File: config.mk
export PLATFORM = sky130hd
export DESIGN_NAME = store_rmw_ctrl
export DESIGN_NICKNAME = d
export VERILOG_FILES = /design/src/rtl/store_pkg.sv /design/src/rtl/store_lane_merge.sv /design/src/rtl/store_rmw_ctrl.sv
export SDC_FILE = /design/constraint.sdc
export NUM_CORES = 1
export LEC_CHECK = 0
export CAP_MARGIN = 20
export CORE_UTILIZATION = 45
export DETAILED_ROUTE_END_ITERATION = 10
export PLACE_DENSITY = 0.73
export SETUP_SLACK_MARGIN = 0.3
export SYNTH_ARGS = -nofsm -noshare
export SYNTH_HDL_FRONTEND = slang
export SYNTH_SLANG_ARGS = --single-unit
File: constraint.sdc
create_clock -name CLK -period 8.3 [get_ports CLK]
set_input_delay 0.83 -clock CLK [delete_from_list [all_inputs] [get_ports CLK]]
set_output_delay 0.83 -clock CLK [all_outputs]
set_load 0.02 [all_outputs]
File: src/rtl/store_pkg.sv
// rtl/store_pkg.sv - size encodings, FSM states and lane masks for the sub-word store controller
package store_pkg;

  localparam logic [1:0] SZ_BYTE = 2'b00;
  localparam logic [1:0] SZ_HALF = 2'b01;
  localparam logic [1:0] SZ_WORD = 2'b10;
  localparam logic [1:0] SZ_RSVD = 2'b11;

  localparam logic [31:0] MASK_BYTE = 32'h0000_00FF;
  localparam logic [31:0] MASK_HALF = 32'h0000_FFFF;

  typedef enum logic [2:0] {
    IDLE  = 3'd0,
    RD    = 3'd1,
    MERGE = 3'd2,
    WR    = 3'd3,
    DONE  = 3'd4,
    ERR   = 3'd5
  } state_t;

  // Misaligned halves/words and the reserved size never reach memory.
  function automatic logic is_rejected(input logic [1:0] size, input logic [1:0] lo);
    case (size)
      SZ_BYTE: is_rejected = 1'b0;
      SZ_HALF: is_rejected = lo[0];
      SZ_WORD: is_rejected = (lo != 2'b00);
      default: is_rejected = 1'b1;
    endcase
  endfunction

endpackage

File: src/rtl/store_lane_merge.sv
// rtl/store_lane_merge.sv - positions store data into its lane(s) and merges it into a read word
// Mem byte-enable output exists only when STORE_BYTE_EN_PORT_EN is defined.
module store_lane_merge
  import store_pkg::*;
(
  input  logic [1:0]  size,
  input  logic [1:0]  addr,
  input  logic [31:0] data,
  input  logic [31:0] rdata,
  output logic [31:0] shifted,
  output logic [31:0] mask,
`ifdef STORE_BYTE_EN_PORT_EN
  output logic [3:0]  be,
`endif
  output logic [31:0] merged
);

  always_comb begin
    shifted = data;
    mask    = 32'hFFFF_FFFF;
`ifdef STORE_BYTE_EN_PORT_EN
    be      = 4'b1111;
`endif
    case (size)
      SZ_BYTE: begin
        shifted = {24'h0, data[7:0]} << {addr, 3'b000};
        mask    = MASK_BYTE << {addr, 3'b000};
`ifdef STORE_BYTE_EN_PORT_EN
        be      = 4'b0001 << addr;
`endif
      end
      SZ_HALF: begin
        shifted = {16'h0, data[15:0]} << {addr[1], 4'b0000};
        mask    = MASK_HALF << {addr[1], 4'b0000};
`ifdef STORE_BYTE_EN_PORT_EN
        be      = 4'b0011 << {addr[1], 1'b0};
`endif
      end
      default: ;
    endcase
    merged = (rdata & ~mask) | (shifted & mask);
  end

endmodule

File: src/rtl/store_rmw_ctrl.sv
// rtl/store_rmw_ctrl.sv - read-modify-write sequencer for SB/SH/SW into a RAM without byte enables
// Optional STORE_BYTE_EN_PORT_EN adds Mem_BE and writes sub-words directly.
module store_rmw_ctrl
  import store_pkg::*;
#(
  parameter int ADDR_W      = 32,
  parameter int ACK_TIMEOUT = 15
) (
  input  logic              CLK,
  input  logic              RST,
  input  logic              Req_Valid,
  output logic              Req_Ready,
  input  logic [ADDR_W-1:0] Req_Addr,
  input  logic [31:0]       Req_Data,
  input  logic [1:0]        Req_Size,
  output logic [ADDR_W-1:0] Mem_Addr,
  output logic              Mem_Rd,
  output logic              Mem_Wr,
  output logic [31:0]       Mem_WData,
  input  logic [31:0]       Mem_RData,
  input  logic              Mem_Ack,
`ifdef STORE_BYTE_EN_PORT_EN
  output logic [3:0]        Mem_BE,
`endif
  output logic              Done,
  output logic              Err
);

  localparam logic [15:0] WAIT_LIMIT = (ACK_TIMEOUT == 0) ? 16'd0 : 16'(ACK_TIMEOUT - 1);

  state_t      state;
  logic [1:0]  lat_size;
  logic [1:0]  lat_lane;
  logic [31:0] lat_data;
  logic [31:0] lat_rdata;
  logic [15:0] wait_cnt;

  logic [1:0]  m_size;
  logic [1:0]  m_lane;
  logic [31:0] m_data;
  logic [31:0] shifted;
  logic [31:0] mask;
  logic [31:0] merged;
  logic        timed_out;
`ifdef STORE_BYTE_EN_PORT_EN
  logic [3:0]  be;
`endif

  // The lane datapath sees the live request while idle so the accept edge can use its result.
  assign m_size    = (state == IDLE) ? Req_Size      : lat_size;
  assign m_lane    = (state == IDLE) ? Req_Addr[1:0] : lat_lane;
  assign m_data    = (state == IDLE) ? Req_Data      : lat_data;
  assign timed_out = (ACK_TIMEOUT != 0) && (wait_cnt == WAIT_LIMIT);

  store_lane_merge u_merge (
    .size    (m_size),
    .addr    (m_lane),
    .data    (m_data),
    .rdata   (lat_rdata),
    .shifted (shifted),
    .mask    (mask),
`ifdef STORE_BYTE_EN_PORT_EN
    .be      (be),
`endif
    .merged  (merged)
  );

  always_ff @(posedge CLK or posedge RST) begin
    if (RST) begin
      state     <= IDLE;
      Req_Ready <= 1'b1;
      Mem_Addr  <= '0;
      Mem_Rd    <= 1'b0;
      Mem_Wr    <= 1'b0;
      Mem_WData <= '0;
      Done      <= 1'b0;
      Err       <= 1'b0;
      lat_size  <= '0;
      lat_lane  <= '0;
      lat_data  <= '0;
      lat_rdata <= '0;
      wait_cnt  <= '0;
`ifdef STORE_BYTE_EN_PORT_EN
      Mem_BE    <= '0;
`endif
    end else begin
      Done <= 1'b0;
      Err  <= 1'b0;
      case (state)
        IDLE: begin
          if (Req_Valid) begin
            lat_size  <= Req_Size;
            lat_lane  <= Req_Addr[1:0];
            lat_data  <= Req_Data;
            Mem_Addr  <= {Req_Addr[ADDR_W-1:2], 2'b00};
            Req_Ready <= 1'b0;
            wait_cnt  <= '0;
            if (is_rejected(Req_Size, Req_Addr[1:0])) begin
              state <= ERR;
              Err   <= 1'b1;
`ifdef STORE_BYTE_EN_PORT_EN
            end else begin
              state     <= WR;
              Mem_Wr    <= 1'b1;
              Mem_WData <= shifted;
              Mem_BE    <= be;
            end
`else
            end else if (mask != 32'hFFFF_FFFF) begin
              state  <= RD;
              Mem_Rd <= 1'b1;
            end else begin
              state     <= WR;
              Mem_Wr    <= 1'b1;
              Mem_WData <= shifted;
            end
`endif
          end
        end
        RD: begin
          if (Mem_Ack) begin
            lat_rdata <= Mem_RData;
            Mem_Rd    <= 1'b0;
            state     <= MERGE;
          end else if (timed_out) begin
            Mem_Rd <= 1'b0;
            Err    <= 1'b1;
            state  <= ERR;
          end else if (wait_cnt != 16'hFFFF) begin
            wait_cnt <= wait_cnt + 16'd1;
          end
        end
        MERGE: begin
          Mem_WData <= merged;
          Mem_Wr    <= 1'b1;
          wait_cnt  <= '0;
          state     <= WR;
        end
        WR: begin
          if (Mem_Ack || timed_out) begin
            Mem_Wr <= 1'b0;
`ifdef STORE_BYTE_EN_PORT_EN
            Mem_BE <= '0;
`endif
            Done   <= Mem_Ack;
            Err    <= !Mem_Ack;
            state  <= Mem_Ack ? DONE : ERR;
          end else if (wait_cnt != 16'hFFFF) begin
            wait_cnt <= wait_cnt + 16'd1;
          end
        end
        default: begin
          state     <= IDLE;
          Req_Ready <= 1'b1;
        end
      endcase
    end
  end

endmodule

======== Yosys cells after proc, flatten, opt, wreduce, memory -nomap -nowiden ========
Index checks and enable logic that the tools add are counted.
operators by class
  add/subtract/negate cells ............... 1
  equal/unequal tests ..................... 18
  shift-type cells ........................ 4
  muxes and demuxes ....................... 47
  bitwise gates (word level) .............. 5
  reductions and logical operators ........ 19
operator list
  cell                                                                  number
  32-bit case mux with 2 select lines                                   3
  32-bit 2-to-1 mux                                                     4
  16-bit 2-to-1 mux                                                     5
  32-bit AND                                                            2
  16-bit case mux with 4 select lines                                   1
  32-bit != test (second input constant)                                1
  32-bit inverter                                                       1
  32-bit bitwise OR                                                     1
  16-bit by 5-bit << shifter with 32-bit output                         1
  16-bit by 5-bit << shifter with 32-bit output (first input constant)  1
  8-bit by 5-bit << shifter with 32-bit output                          1
  8-bit by 5-bit << shifter with 32-bit output (first input constant)   1
  1-bit 2-to-1 mux                                                      20
  16-bit by 1-bit adder with 16-bit output (second input constant)      1
  16-bit by 4-bit == test with 1-bit output (second input constant)     1
  16-bit != test (second input constant)                                1
  3-bit 2-to-1 mux                                                      5
  5-bit AND reduction                                                   3
  2-bit != test (second input constant)                                 7
  3-bit case mux with 4 select lines                                    1
  1-bit case mux with 3 select lines                                    3
  3-bit by 2-bit == test with 1-bit output (second input constant)      2
  2-bit 2-to-1 mux                                                      3
  2-bit AND reduction                                                   3
  17 further kinds                                                      22
storage, ports and cells
  flip-flop bits (word level) ............. 154
  input port bits ......................... 102
  output and inout port bits .............. 69
  logic and storage cells ................. 107

======== Depth between registers and ports, before layout ========
  depth after elaboration ................. 9
  gate-level depth with buffers ........... 9
  mapped depth without buffers ............ 7

======== By module ========
From an unflattened synthesis, not the netlist that was laid out.
second synthesis, totals
  cell total of the unflattened synthesis .. 934
  area, all modules ....................... 8,321.7 um2
modules (own cells, without submodules)
  module            instances  cells an instance  area each (um2)  sequential area each (um2)
  store_rmw_ctrl    1          752                7,045.5          3,854.9
  store_lane_merge  1          182                1,276.2          0.0

======== Worst setup path before layout ========
Ideal clock, no wire load.
  path kind ............................... input -> register
  from .................................... in Req_Addr[1]
  to ...................................... reg Mem_WData[30]
  library setup time ...................... 87 ps
  arrival time ............................ 2,172 ps
  required time ........................... 8,213 ps
  slack ................................... 6,041 ps
  cell stages on the path ................. 7
  buffers on the path ..................... 2
  cell sequence ........................... clkbuf_1 -> nor3_1 -> nor2b_1 -> o21ai_1 -> clkbuf_1 -> nand2_1 -> a22oi_1
on the way
  longest elaborated chain between the ends .. 7
  elaborated cells between the ends (all ways) .. 23
  classes of those cells .................. eq/ne (3); shift (4); mux (10); bitwise (4); reduce/logical (2)
ends and longest elaborated chain
  element                                                                                RTL line               source
  start: declaration                                                                     store_rmw_ctrl.sv:13   input logic [ADDR_W-1:0] Req_Addr,
  branches (longest 7 deep; another with 16-bit by 5-bit << shifter with 32-bit output)  n/a
  end signal: assignment                                                                 store_rmw_ctrl.sv:115  Mem_WData <= shifted;
  end signal: assignment                                                                 store_rmw_ctrl.sv:134  Mem_WData <= merged;
  end: declaration                                                                       store_rmw_ctrl.sv:19   output logic [31:0] Mem_WData,
Several ways; the timed one is not identified. The select of a mux whose other input is x is not followed.
A chain may end at the register's enable or synchronous reset.

======== Worst setup path after layout ========
  from .................................... in Req_Size[1]
  to ...................................... reg Mem_WData[9]
on the way
  longest elaborated chain between the ends .. 7
  elaborated cells between the ends (all ways) .. 23
  classes of those cells .................. eq/ne (6); mux (10); bitwise (4); reduce/logical (3)
ends and longest elaborated chain
  element                                                                      RTL line              source
  start: declaration                                                           store_rmw_ctrl.sv:15  input logic [1:0] Req_Size,
  branches (longest 7 deep; another with 32-bit case mux with 2 select lines)  n/a
Several ways; the timed one is not identified. The select of a mux whose other input is x is not followed.

==> flow_summary.json <==
{
  "holdBufCountCts": 0,
  "synth_cell_type_count": 65,
  "routed_wl_um": 20400,
  "power_density_nw_per_um2": 384,
  "maxCapViolations": 0,
  "seq_area_frac_synth_pct": 51.2,
  "min_period_ns": 3.18,
  "start_util_pct": 46.7,
  "cp-start-kind": "input port",
  "fmaxAchievable_mhz": 314,
  "ioPinCount": 171,
  "grt.total_usage_pct": 24.9,
  "vdd_drop_max_uv": 189,
  "pwr-share-comb_pct": 43.2,
  "final_antenna_net_count": 0,
  "yosysTopAreaCell": "dfrtp_1",
  "yosys_most_used_dff": "dfrtp_1",
  "critical_path_required_ns": 8.64,
  "gp_congestion": 0.906,
  "die_h_um": 131,
  "critical_path_arrival_ns": 3.53,
  "status": "complete, no violations",
  "first_global_vias": 6296,
  "dpl.hpwl_um": 14100,
  "grt_pass1_wl_um": 33800,
  "synth_cells": 804,
  "overflow": 0,
  "crit_fanout": 22,
  "htree_levels": 4,
  "p_switching_mw": 1.49,
  "p_leak_nw": 4.36,
  "tns_ns": 0,
  "first_pass_iters": 6,
  "grt_max_degree": 82,
  "ys_ff_latch": 154,
  "drive_gt1_share_pct": 10.1,
  "finalSetupViolations": 0,
  "p_seq_share_pct": 34.9,
  "insertedDiodeCount": 0,
  "synth_top_area_share_pct": 50.8,
  "critPathKind": "input port to register",
  "final.fill_count": 1384,
  "io_buffer_count": 168,
  "post-route-util_pct": 62.0,
  "cp-end-kind": "register",
  "die_area_um2": 17300,
  "worstMarginPinSlew_ns": 1.07,
  "synth_area_um2": 7530,
  "via_count": 6531,
  "numCtsBuffers": 17,
  "antenna_found_initial": 0,
  "clock_skew_ns": 0.00898,
  "cts_buffer_depth": 2,
  "path_clk_slew_ns": 0.06,
  "drc_errors": 0,
  "ff2ff_path_depth": 6,
  "cts_sinks": 154,
  "swShare_pct": 38.9,
  "detail_route.vias_per_cell": 5.54,
  "rsz0062_at_grt": "false",
  "tritoncts": "built",
  "area_growth_pct": 32.6,
  "intPower_mw": 2.34,
  "drtIter0Drc": 518,
  "drv_slew": 0,
  "max-slew-margin-rel_pct": 28.7,
  "p_clk_share_pct": 21.8,
  "wl_per_cell_um": 17.4,
  "fin_crit_sh_pct": 38.4,
  "hold_viol": 0,
  "fin_nets": 1053,
  "worstHoldPathType": "register to register",
  "synth-warning-count": 0,
  "hold_depth": 2,
  "synth_edf_count": 0,
  "die_w_um": 131,
  "synthArstFlopShare_pct": 100,
  "post_synth.cell_area_avg_um2": 9.37,
  "cts_setup_buffers": 0,
  "cts-root-buf": "clkbuf_16",
  "core_area_um2": 16100,
  "yosysMostFrequentCell": "nand2_1",
  "clock_latency_ns": 0.43,
  "placementRows": 46,
  "synth_commonest_cells": "250 x nand2_1, 153 x dfrtp_1, 53 x nor2_1, 34 x mux2_2, 29 x clkbuf_1",
  "cts_resized": 0,
  "synth_area_leaders": "dfrtp_1 51%, nand2_1 12%, mux2_2 5.1%"
}
-- worst paths after layout --
| check | start | endpoint | slack (ns) |
|---|---|---|---|
| min in group asynchronous | RST | Mem_Addr[18] | 0.89 |
| setup / recovery | Req_Size[1] | Mem_WData[9] | 5.12 |
| max in group asynchronous | RST | lat_rdata[11] | 6.36 |
| hold / removal | Mem_Addr[21] | Mem_Addr[21] | 0.47 |
| setup reg to reg | state[1] | Mem_WData[27] | 5.51 |
| hold reg to reg | Mem_Addr[21] | Mem_Addr[21] | 0.47 |
-- flip-flops by register name, indices dropped and copies added (netlist names) --
| register | cells |
|---|---|
| wait_cnt | 16 |
| lat_lane | 2 |
| lat_data | 32 |
| Err | 1 |
| Done | 1 |
| Mem_Wr | 1 |
| Mem_WData | 32 |
| Mem_Addr | 30 |
| state | 3 |
| lat_rdata | 32 |
| lat_size | 2 |
| Mem_Rd | 1 |
| Req_Ready | 1 |
-- power by group through the flow --
stage	combinational (mW)	sequential, mW	clock, mW
final	1.66	1.34	0.838
after global routing	1.82	1.38	0.879
after CTS	1.66	1.34	0.851
after detailed placement	1.65	1.35	0
after global placement	1.63	1.34	0
after floorplan	0.944	1.44	0
-- per-layer routing --
| metal | wire (um) | up-vias | track usage, % | part of all wire (%) |
|---|---|---|---|---|
| met2 | 9520 | 286 | 39.0 | 47 |
| met4 | 476 | 0 | 9.88 | 2.3 |
| met3 | 1630 | 41 | 6.29 | 8.0 |
| li1 | - | 3088 | - | - |
| met5 | 0 | - | 0 | 0 |
| met1 | 8830 | 3116 | 32.9 | 43 |
-- critical path, stage by stage --
cell	delay (ns)
clkdlybuf4s50_1	1.07
nor4b_4	0.68
a21oi_4	0.12
a311oi_4	0.50
nand2_1	0.11
a31oi_1	0.19
-- cell usage in the layout (no fill, tap or decap), types with 3 or more instances in the layout --
cell type / synthesis / routed
nor4bb_1: 3 / 3
inv_6: 0 / 4
o21a_1: 4 / 4
nor2_1: 53 / 53
nand4_1: 10 / 10
a31oi_1: 16 / 16
a221o_1: 10 / 10
or4_1: 6 / 6
clkdlybuf4s50_1: 0 / 168
clkinv_4: 0 / 3
a2111oi_2: 4 / 4
inv_1: 12 / 11
o21ai_0: 19 / 19
o31ai_1: 17 / 17
buf_4: 3 / 10
nand3b_1: 3 / 3
a222oi_1: 8 / 8
nand2_1: 250 / 249
mux2_2: 34 / 34
nor3_1: 10 / 10
mux2i_1: 11 / 11
dfrtp_1: 153 / 153
bufinv_16: 0 / 4
clkbuf_16: 0 / 17
nand2b_1: 7 / 7
or2_1: 4 / 4
a221oi_1: 8 / 8
nand3_1: 23 / 23
a21oi_1: 24 / 24
or3_1: 4 / 4
nor2b_1: 5 / 5
-- metrics by stage --
stage	setup WS [ns]	total power [mW]	std cells	hold WS, ns	area (um2)
3_3_place_gp	4.80	2.97	1145	0.457	9310
3_5_place_dp	4.70	3.00	1145	0.461	9310
6_report	5.12	3.84	1178	0.474	9980
2_1_floorplan	3.32	2.39	805	0.446	7540
4_1_cts	5.16	3.85	1177	0.478	9960
5_1_grt	4.96	4.08	1178	0.493	9980
-- kinds of logic (layout without fill, tap and decap cells) --
kind of cell	count (synthesis)	count (layout)	share of synthesized area [%]
compound gates	134	134	13.7
xor+xnor	2	2	0.233
fa+ha+maj	2	2	0.332
buf+inv	66	223	4.15
flops	154	154	51.2
mux	45	45	6.54
other cells	1	2	0.0498
simple gates	400	400	23.9
-- area by class of cell --
class | count | area (um2) | area share [%]
Sequential cell | 154 | 3850 | 38.6
Inverter | 12 | 50.0 | 0.501
Multi-Input combinational cell | 585 | 3380 | 33.9
Timing Repair Buffer | 179 | 1780 | 17.9
Tap cell | 216 | 270 | 2.71
Clock inverter | 13 | 190 | 1.90
Clock buffer | 19 | 453 | 4.54
No activity file was read; power rests on OpenSTA's default activity.
==> edit (same flow settings) <==
`ADDR_W`: 32 -> 48.
--- a/src/rtl/store_rmw_ctrl.sv
+++ b/src/rtl/store_rmw_ctrl.sv
@@ -3,7 +3,7 @@
 module store_rmw_ctrl
   import store_pkg::*;
 #(
-  parameter int ADDR_W      = 32,
+  parameter int ADDR_W      = 48,
   parameter int ACK_TIMEOUT = 15
 ) (
   input  logic              CLK,
Interface: changed (resized Mem_Addr and Req_Addr); port bits go from 171 to 203. The function was not compared with the original's and may differ.
==> edit against the unedited design <==
- synthesized cell count rose by 8.8%
- via count rose by 6.0%
- hold slack barely moved
- non-clock buffer count rose by 31
- power rose by 5.0%
- area after synthesis rose by 6.2%
- cell area rose by 7.5%
- sequential cell count rose by 16
- clock skew fell by 0.00073 ns
- setup slack improved by 0.17 ns
- maximum frequency rose by 5.6%
- routed wire length rose by 5.4%
- count of clock-buffer cells in the layout fell by 1
- critical path type is now reg2reg
- critical endpoint is now Mem_WData[10]
- largest power group unchanged
- highest routed layer unchanged
==> edit: results <==
[worst_setup_path]
cpLargestDelayFamily = "multiplexers"
max_stage_delay_ns = 0.70
critPathSlowestCell = "mux2i_1"
crit_arrival_ns = 3.29
crit_fanout = 26
ff2ff_setup_slack_ns = 5.29
reg2reg_from = "state[0]"
worstReg2RegEnd = "Mem_WData[10]"

[power_and_ir_drop]
ir_drop_v = 0.000212
swShare_pct = 40.1

[place]
routabilityCongestion = 0.857
port_buffers = 200
preCtsSetupSlack_ns = 5.08
hpwl_mm = 14.5
place_inst = 1260

[run_status]
outcome = "finished, final reports clean"

[global_route]
grt_max_degree = 96
grt_pass1_wl_mm = 35.4
grt_pass1_vias = 6723
grt_usage_pct = 24.9

[finish]
nets = 1175
clock_tree_area_fraction_pct = 5.57
bufAreaShareNonClock_pct = 19.3
drive_gt1_share_pct = 8.99
multi_input_gates = 635
inverters = 21

[sta]
holdWs_ns = 0.474

[routing]
vias = 6923
drt-initial-drc-count = 709
via_per_inst = 5.35
wl_per_cell_um = 16.7

[hold_path]
worstHoldStart = "lat_data[1]"
min_to = "lat_data[1]"

[logic_synthesis]
synth.distinct_cells = 55
yosys-top-cells-count = "nand2_1, dfrtp_1, o21ai_0"
netlist.area_leader.share_pct = 52.8
==> edit: cell count changes after synthesis, sizes merged, moves of 10 or more <==
| cell | before | now |
|---|---|---|
| a31oi | 16 | 2 |
| a21oi | 25 | 15 |
| nor2 | 53 | 20 |
| a221o | 10 | 0 |
| dfrtp | 153 | 169 |
| o21ai | 21 | 53 |
| nand3 | 23 | 5 |
| nand2 | 250 | 345 |
| o22ai | 1 | 11 |
==> edit: stage by stage <==
stage / total power, mW / area [µm²] / util [%]
2_1_floorplan: 2.54 / 8010 / -
3_3_place_gp: 3.18 / 10100 / 58.4
3_5_place_dp: 3.22 / 10100 / 58.4
4_1_cts: 4.04 / 10700 / 61.8
5_1_grt: 4.31 / 10700 / 61.9
6_report: 4.03 / 10700 / 61.9
==> edit: per-layer routing <==
layer / vias to the layer above / wire [µm] / track usage, %
li1: 3335 / - / -
met1: 3317 / 9490 / 34.9
met2: 246 / 10200 / 38.2
met3: 25 / 1570 / 6.43
met4: 0 / 329 / 7.05
met5: - / 0 / 0
==> edit: cell families (layout without fill, tap and decap cells) <==
family	after synthesis	in the layout	share of synthesized area [%]
AOI/OAI and AO/OA	136	136	11.4
xor gates and xnor gates	1	1	0.109
adders and majority gates	2	2	0.313
buffers and inverters	71	263	3.99
DFF	170	170	53.2
muxes	54	54	7.30
other	1	2	0.0469
and+or+nand+nor	440	440	23.7
==> edit: worst max-delay path by stage <==
stage / to / start / slack, ns / cells after the start
finish: Mem_WData[10] / state[0] / 5.29 / 6
global route: wait_cnt[1] / state[0] / 5.09 / 5
CTS: wait_cnt[0] / state[0] / 5.33 / 5
detailed placement: Mem_WData[25] / Req_Size[1] / 5.08 / 5
global placement: Mem_WData[26] / Req_Size[1] / 5.16 / 5
floorplan: Done / RST / 2.87 / 1
